==> src/rtl/mcpu_alu_arbiter.sv <==
// mcpu_alu_arbiter: round-robin sharing of one ALU between two requesters with programmable operand settle time
module mcpu_alu_arbiter #(
  parameter int CMD_SIZE      = 3,
  parameter int WORD_SIZE     = 16,
  parameter int SETTLE_CYCLES = 1
) (
  input  logic                 clk,
  input  logic                 rst,
  input  logic                 req0,
  input  logic [CMD_SIZE-1:0]  cmd0,
  input  logic [WORD_SIZE-1:0] a0,
  input  logic [WORD_SIZE-1:0] b0,
  output logic                 gnt0,
  output logic                 done0,
  input  logic                 req1,
  input  logic [CMD_SIZE-1:0]  cmd1,
  input  logic [WORD_SIZE-1:0] a1,
  input  logic [WORD_SIZE-1:0] b1,
  output logic                 gnt1,
  output logic                 done1,
  output logic [WORD_SIZE-1:0] result,
  output logic                 result_cf,
  output logic                 busy,
  output logic [CMD_SIZE-1:0]  alu_cmd,
  output logic [WORD_SIZE-1:0] alu_in1,
  output logic [WORD_SIZE-1:0] alu_in2,
  input  logic [WORD_SIZE-1:0] alu_out,
  input  logic                 alu_cf
);
  typedef enum logic {IDLE, SETTLE} state_t;
  localparam logic [3:0] SETTLE_INIT = 4'(SETTLE_CYCLES);
  state_t               state_q, state_d;
  logic [CMD_SIZE-1:0]  cmd_q, cmd_d;
  logic [WORD_SIZE-1:0] in1_q, in1_d, in2_q, in2_d, result_q, result_d;
  logic                 cf_q, cf_d, last_q, last_d, owner_q, owner_d;
  logic                 gnt0_q, gnt0_d, gnt1_q, gnt1_d, done0_q, done0_d, done1_q, done1_d;
  logic [3:0]           cnt_q, cnt_d;
  logic                 pick, carry_op;
  assign pick = req1 && (!req0 || !last_q);
  assign carry_op = cmd_q == CMD_SIZE'(3) || cmd_q == CMD_SIZE'(6) || cmd_q == CMD_SIZE'(7);
  always_comb begin
    state_d  = state_q;
    cmd_d    = cmd_q;
    in1_d    = in1_q;
    in2_d    = in2_q;
    result_d = result_q;
    cf_d     = cf_q;
    last_d   = last_q;
    owner_d  = owner_q;
    cnt_d    = cnt_q;
    gnt0_d   = 1'b0;
    gnt1_d   = 1'b0;
    done0_d  = 1'b0;
    done1_d  = 1'b0;
    if (state_q == IDLE) begin
      if (req0 || req1) begin
        cmd_d   = pick ? cmd1 : cmd0;
        in1_d   = pick ? a1 : a0;
        in2_d   = pick ? b1 : b0;
        owner_d = pick;
        last_d  = pick;
        cnt_d   = SETTLE_INIT;
        gnt0_d  = !pick;
        gnt1_d  = pick;
        state_d = SETTLE;
      end
    end else begin
      cnt_d = cnt_q - 4'd1;
      if (cnt_q == 4'd1) begin
        result_d = alu_out;
        cf_d     = carry_op && alu_cf;
        done0_d  = !owner_q;
        done1_d  = owner_q;
        state_d  = IDLE;
      end
    end
  end
  always_ff @(posedge clk or posedge rst) begin
    if (rst) begin
      state_q  <= IDLE;
      cmd_q    <= '0;
      in1_q    <= '0;
      in2_q    <= '0;
      result_q <= '0;
      cf_q     <= 1'b0;
      last_q   <= 1'b1;
      owner_q  <= 1'b0;
      cnt_q    <= '0;
      gnt0_q   <= 1'b0;
      gnt1_q   <= 1'b0;
      done0_q  <= 1'b0;
      done1_q  <= 1'b0;
    end else begin
      state_q  <= state_d;
      cmd_q    <= cmd_d;
      in1_q    <= in1_d;
      in2_q    <= in2_d;
      result_q <= result_d;
      cf_q     <= cf_d;
      last_q   <= last_d;
      owner_q  <= owner_d;
      cnt_q    <= cnt_d;
      gnt0_q   <= gnt0_d;
      gnt1_q   <= gnt1_d;
      done0_q  <= done0_d;
      done1_q  <= done1_d;
    end
  end
  assign gnt0      = gnt0_q;
  assign gnt1      = gnt1_q;
  assign done0     = done0_q;
  assign done1     = done1_q;
  assign result    = result_q;
  assign result_cf = cf_q;
  assign busy      = state_q != IDLE;
  assign alu_cmd   = cmd_q;
  assign alu_in1   = in1_q;
  assign alu_in2   = in2_q;
endmodule

==> config.mk <==
export PLATFORM = sky130hd
export DESIGN_NAME = mcpu_alu_arbiter
export DESIGN_NICKNAME = d
export VERILOG_FILES = /design/src/rtl/mcpu_alu_arbiter.sv
export SDC_FILE = /design/constraint.sdc
export NUM_CORES = 1
export LEC_CHECK = 0
export CAP_MARGIN = 20
export CORE_MARGIN = 3
export CORE_UTILIZATION = 39
export CTS_CLUSTER_SIZE = 14
export DETAILED_ROUTE_END_ITERATION = 10
export MAX_ROUTING_LAYER = met4
export PLACE_DENSITY = 0.81
export SLEW_MARGIN = 20
export SYNTH_ARGS = -nofsm -noshare
export SYNTH_HDL_FRONTEND = slang
export SYNTH_SLANG_ARGS = --single-unit
==> constraint.sdc <==
create_clock -name clk -period 3.2 [get_ports clk]
set_input_delay 0.96 -clock clk [delete_from_list [all_inputs] [get_ports clk]]
set_output_delay 0.96 -clock clk [all_outputs]
set_load 0.05 [all_outputs]
==> reports/qor.yml <==
run_status:
  run_status: "completed"
detailed_routing:
  vias: 2442
  drt_iter0_drc: 87
  wl_per_cell_microns: 15.0
  drtAntennaViolNets: 0
  routed_wl_microns: 7550
  drc_errors: 0
  routed_via_density: 4.85
  dr.pass1.iters: 4
logic_synthesis:
  syn_nets: 353
  syn_area_sq_mm: 0.00273
  netlist_instances: 260
  ys_types: 30
  seq_area_frac_synth: 0.578
  synth_seq_cells: 63
  yosys_warnings: 0
  synth.avg_cell_area_sq_um: 10.5
die:
  fp.dieH_microns: 89.6
  die_w_microns: 89.6
  io_pins: 148
  core_area_sq_mm: 0.00657
  rows: 29
  die-area_sq_mm: 0.00803
  start_util: 0.415
setup_path:
  critPathKind: "flop to primary output"
  path_cells: "clkdlybuf4s50_1"
  required_ps: 2240
  worstSetupPathDepth: 1
  path_max_fanout: 12
  slowest_delay_ps: 890
  cp_top_family: "buffers and inverters"
  crit_slowest_cell: "clkdlybuf4s50_1"
  arrival_ps: 1760
  rr_endpoint: "result[1]"
  r2r_cells: 4
  worstSetupStartpointType: "flop"
  reg2reg_from: "cnt_q[1]"
  crit_path_end_kind: "primary output"
  crit_buf_inv: 1
  rrSetupSlack_ps: 1450
pwr:
  p_leak_uw: 0.00190
  peakVddDrop_mv: 0.645
  powerDensity_mw_per_mm2: 1100
cts:
  worstSkewPairLatency_ps: 320
  clk_pin_slew_ps: 70
  clockBufferDepth: 2
  cts_setup_buffers: 0
  numClockSinks: 63
  ctsResizeCount: 0
  cts_tree: "done"
  postCtsHoldBufs: 0
  htreeDepth: 3
  cts_inserted_buffers: 9
  root_buffer: "clkbuf_8"
final_layout:
  fillCellCount: 517
  finalNonFillerCells: 504
  multi_input_area_sq_mm: 0.00103
  fin_nets: 499
  areaGrowthSynthToFinish_pct: 63.9
  stdcell_area_sq_mm: 0.00447
  diodes: 0
  layout-drive-gt1-share: 0.107
  seqCellArea_sq_mm: 0.00158
  final_cell_mix: "clkdlybuf4s50_1, dfrtp_1, a21oi_1, nor2_1, nand2_1"
  mostFrequentLayoutCell: "clkdlybuf4s50_1"
worst_hold_path:
  min_from: "owner_q"
  hold_depth: 1
  hp-class: "flop to flop"
  min_to: "done0"
global_route:
  track_usage: 0.204
  grt_remaining_overflow: 0
  grt_pass1_vias: 2624
  grt_pass1_wl_microns: 12200
  grt_max_degree: 44
  antenna_found_initial: 0
timing:
  setup_viol: 0
  finalMaxSlewViolations: 0
  finalCriticalPeriod_ps: 2720
  rsz0062_at_grt: "no"
  worst_slew_pin_slew_ps: 586
  hold_viol_final: 0
  slew_headroom: 0.609
  setup_tns_ps: 0
  skew_ps: 7.65
  max_clock_freq_mhz: 368
  finalCritPeriodShare: 0.850
placed_design:
  hpwl_microns: 5520
  io_buffers: 147
  postPlaceCellArea_sq_mm: 0.00426
  place.gp.congestion: 0.735
  dp.cells: 488
flow_run:
  cap_violations: 0
[cell type report]
cell class | instances | share of cell area
Clock inverter | 6 | 0.0190
Inverter | 4 | 0.00336
Tap cell | 93 | 0.0260
Timing Repair Buffer | 152 | 0.340
Clock buffer | 10 | 0.0285
Sequential cell | 63 | 0.353
Multi-Input combinational cell | 176 | 0.230
[worst max-delay path by stage]
stage	start	to	slack, ps
2_1_floorplan	rst	alu_cmd[0]	670
3_3_place_gp	req0	alu_in1[9]	490
3_5_place_dp	req0	alu_in1[10]	410
4_1_cts	busy	busy	470
5_1_grt	busy	busy	420
6_report	busy	busy	480
[power by group]
group | internal (uW) | leakage [uW] | switching [uW]
Sequential | 1190 | 0.000734 | 228
Combinational | 1010 | 0.00106 | 1770
Clock | 436 | 0.000102 | 296
Total | 2630 | 0.00190 | 2290
[registers in the layout, summed over array words and instances, names as in the netlist]
signal,cells
gnt1,1
alu_in2,16
busy,1
owner_q,1
gnt0,1
last_q,1
result,16
result_cf,1
done0,1
cnt_q,4
alu_in1,16
alu_cmd,3
done1,1
[per-stage QoR]
| stage | hold WS (ps) | util | power [uW] | setup WS (ps) |
|---|---|---|---|---|
| after floorplan | 417 | - | 3260 | 672 |
| after global placement | 431 | 0.649 | 4160 | 491 |
| after detailed placement | 445 | 0.649 | 4220 | 408 |
| after CTS | 454 | 0.681 | 4970 | 469 |
| after global routing | 485 | 0.681 | 5200 | 420 |
| final | 459 | 0.681 | 4930 | 480 |
[synth_stat cells]
| library cell | instances | area [sq um] |
|---|---|---|
| nor3_1 | 1 | 5.00 |
| nand2_1 | 31 | 116 |
| a21boi_2 | 1 | 11.3 |
| dfrtp_1 | 62 | 1550 |
| nor2b_1 | 3 | 18.8 |
| a221o_1 | 5 | 50.1 |
| buf_6 | 3 | 33.8 |
| o21ai_0 | 3 | 15.0 |
| mux2i_1 | 1 | 10.0 |
| a21o_1 | 1 | 7.51 |
| nor2_1 | 32 | 120 |
| and2_1 | 2 | 12.5 |
| o41ai_1 | 1 | 8.76 |
| buf_2 | 10 | 50.1 |
| mux2_2 | 16 | 180 |
| o21bai_2 | 1 | 11.3 |
| nand2b_1 | 2 | 12.5 |
| inv_1 | 4 | 15.0 |
| o2111ai_1 | 1 | 8.76 |
| nand3_1 | 2 | 10.0 |
| a21bo_2 | 1 | 10.0 |
| and3_1 | 5 | 31.3 |
| dfstp_2 | 1 | 26.3 |
| a21oi_1 | 61 | 305 |
| a21boi_4 | 1 | 18.8 |
| or4b_1 | 1 | 10.0 |
| ha_1 | 2 | 25.0 |
| and4bb_2 | 1 | 12.5 |
| o21ba_2 | 1 | 10.0 |
| buf_4 | 4 | 30.0 |
[logic make-up (layout without fill, tap and decap cells)]
kind of cell,count (synthesis),in the layout,synth area share
AOI/OAI and AO/OA,77,77,0.167
adders and majority gates,2,2,0.00917
buffers and inverters,21,172,0.0472
DFF,63,63,0.578
muxes,17,17,0.0697
and+or+nand+nor,80,80,0.128
[layer usage]
metal,track usage,wire length [microns]
met2,0.339,3780
met3,0.0566,565
met1,0.238,3090
met4,0.0704,117
met5,-,0
Note: power is estimated with default switching activity, not from simulation.
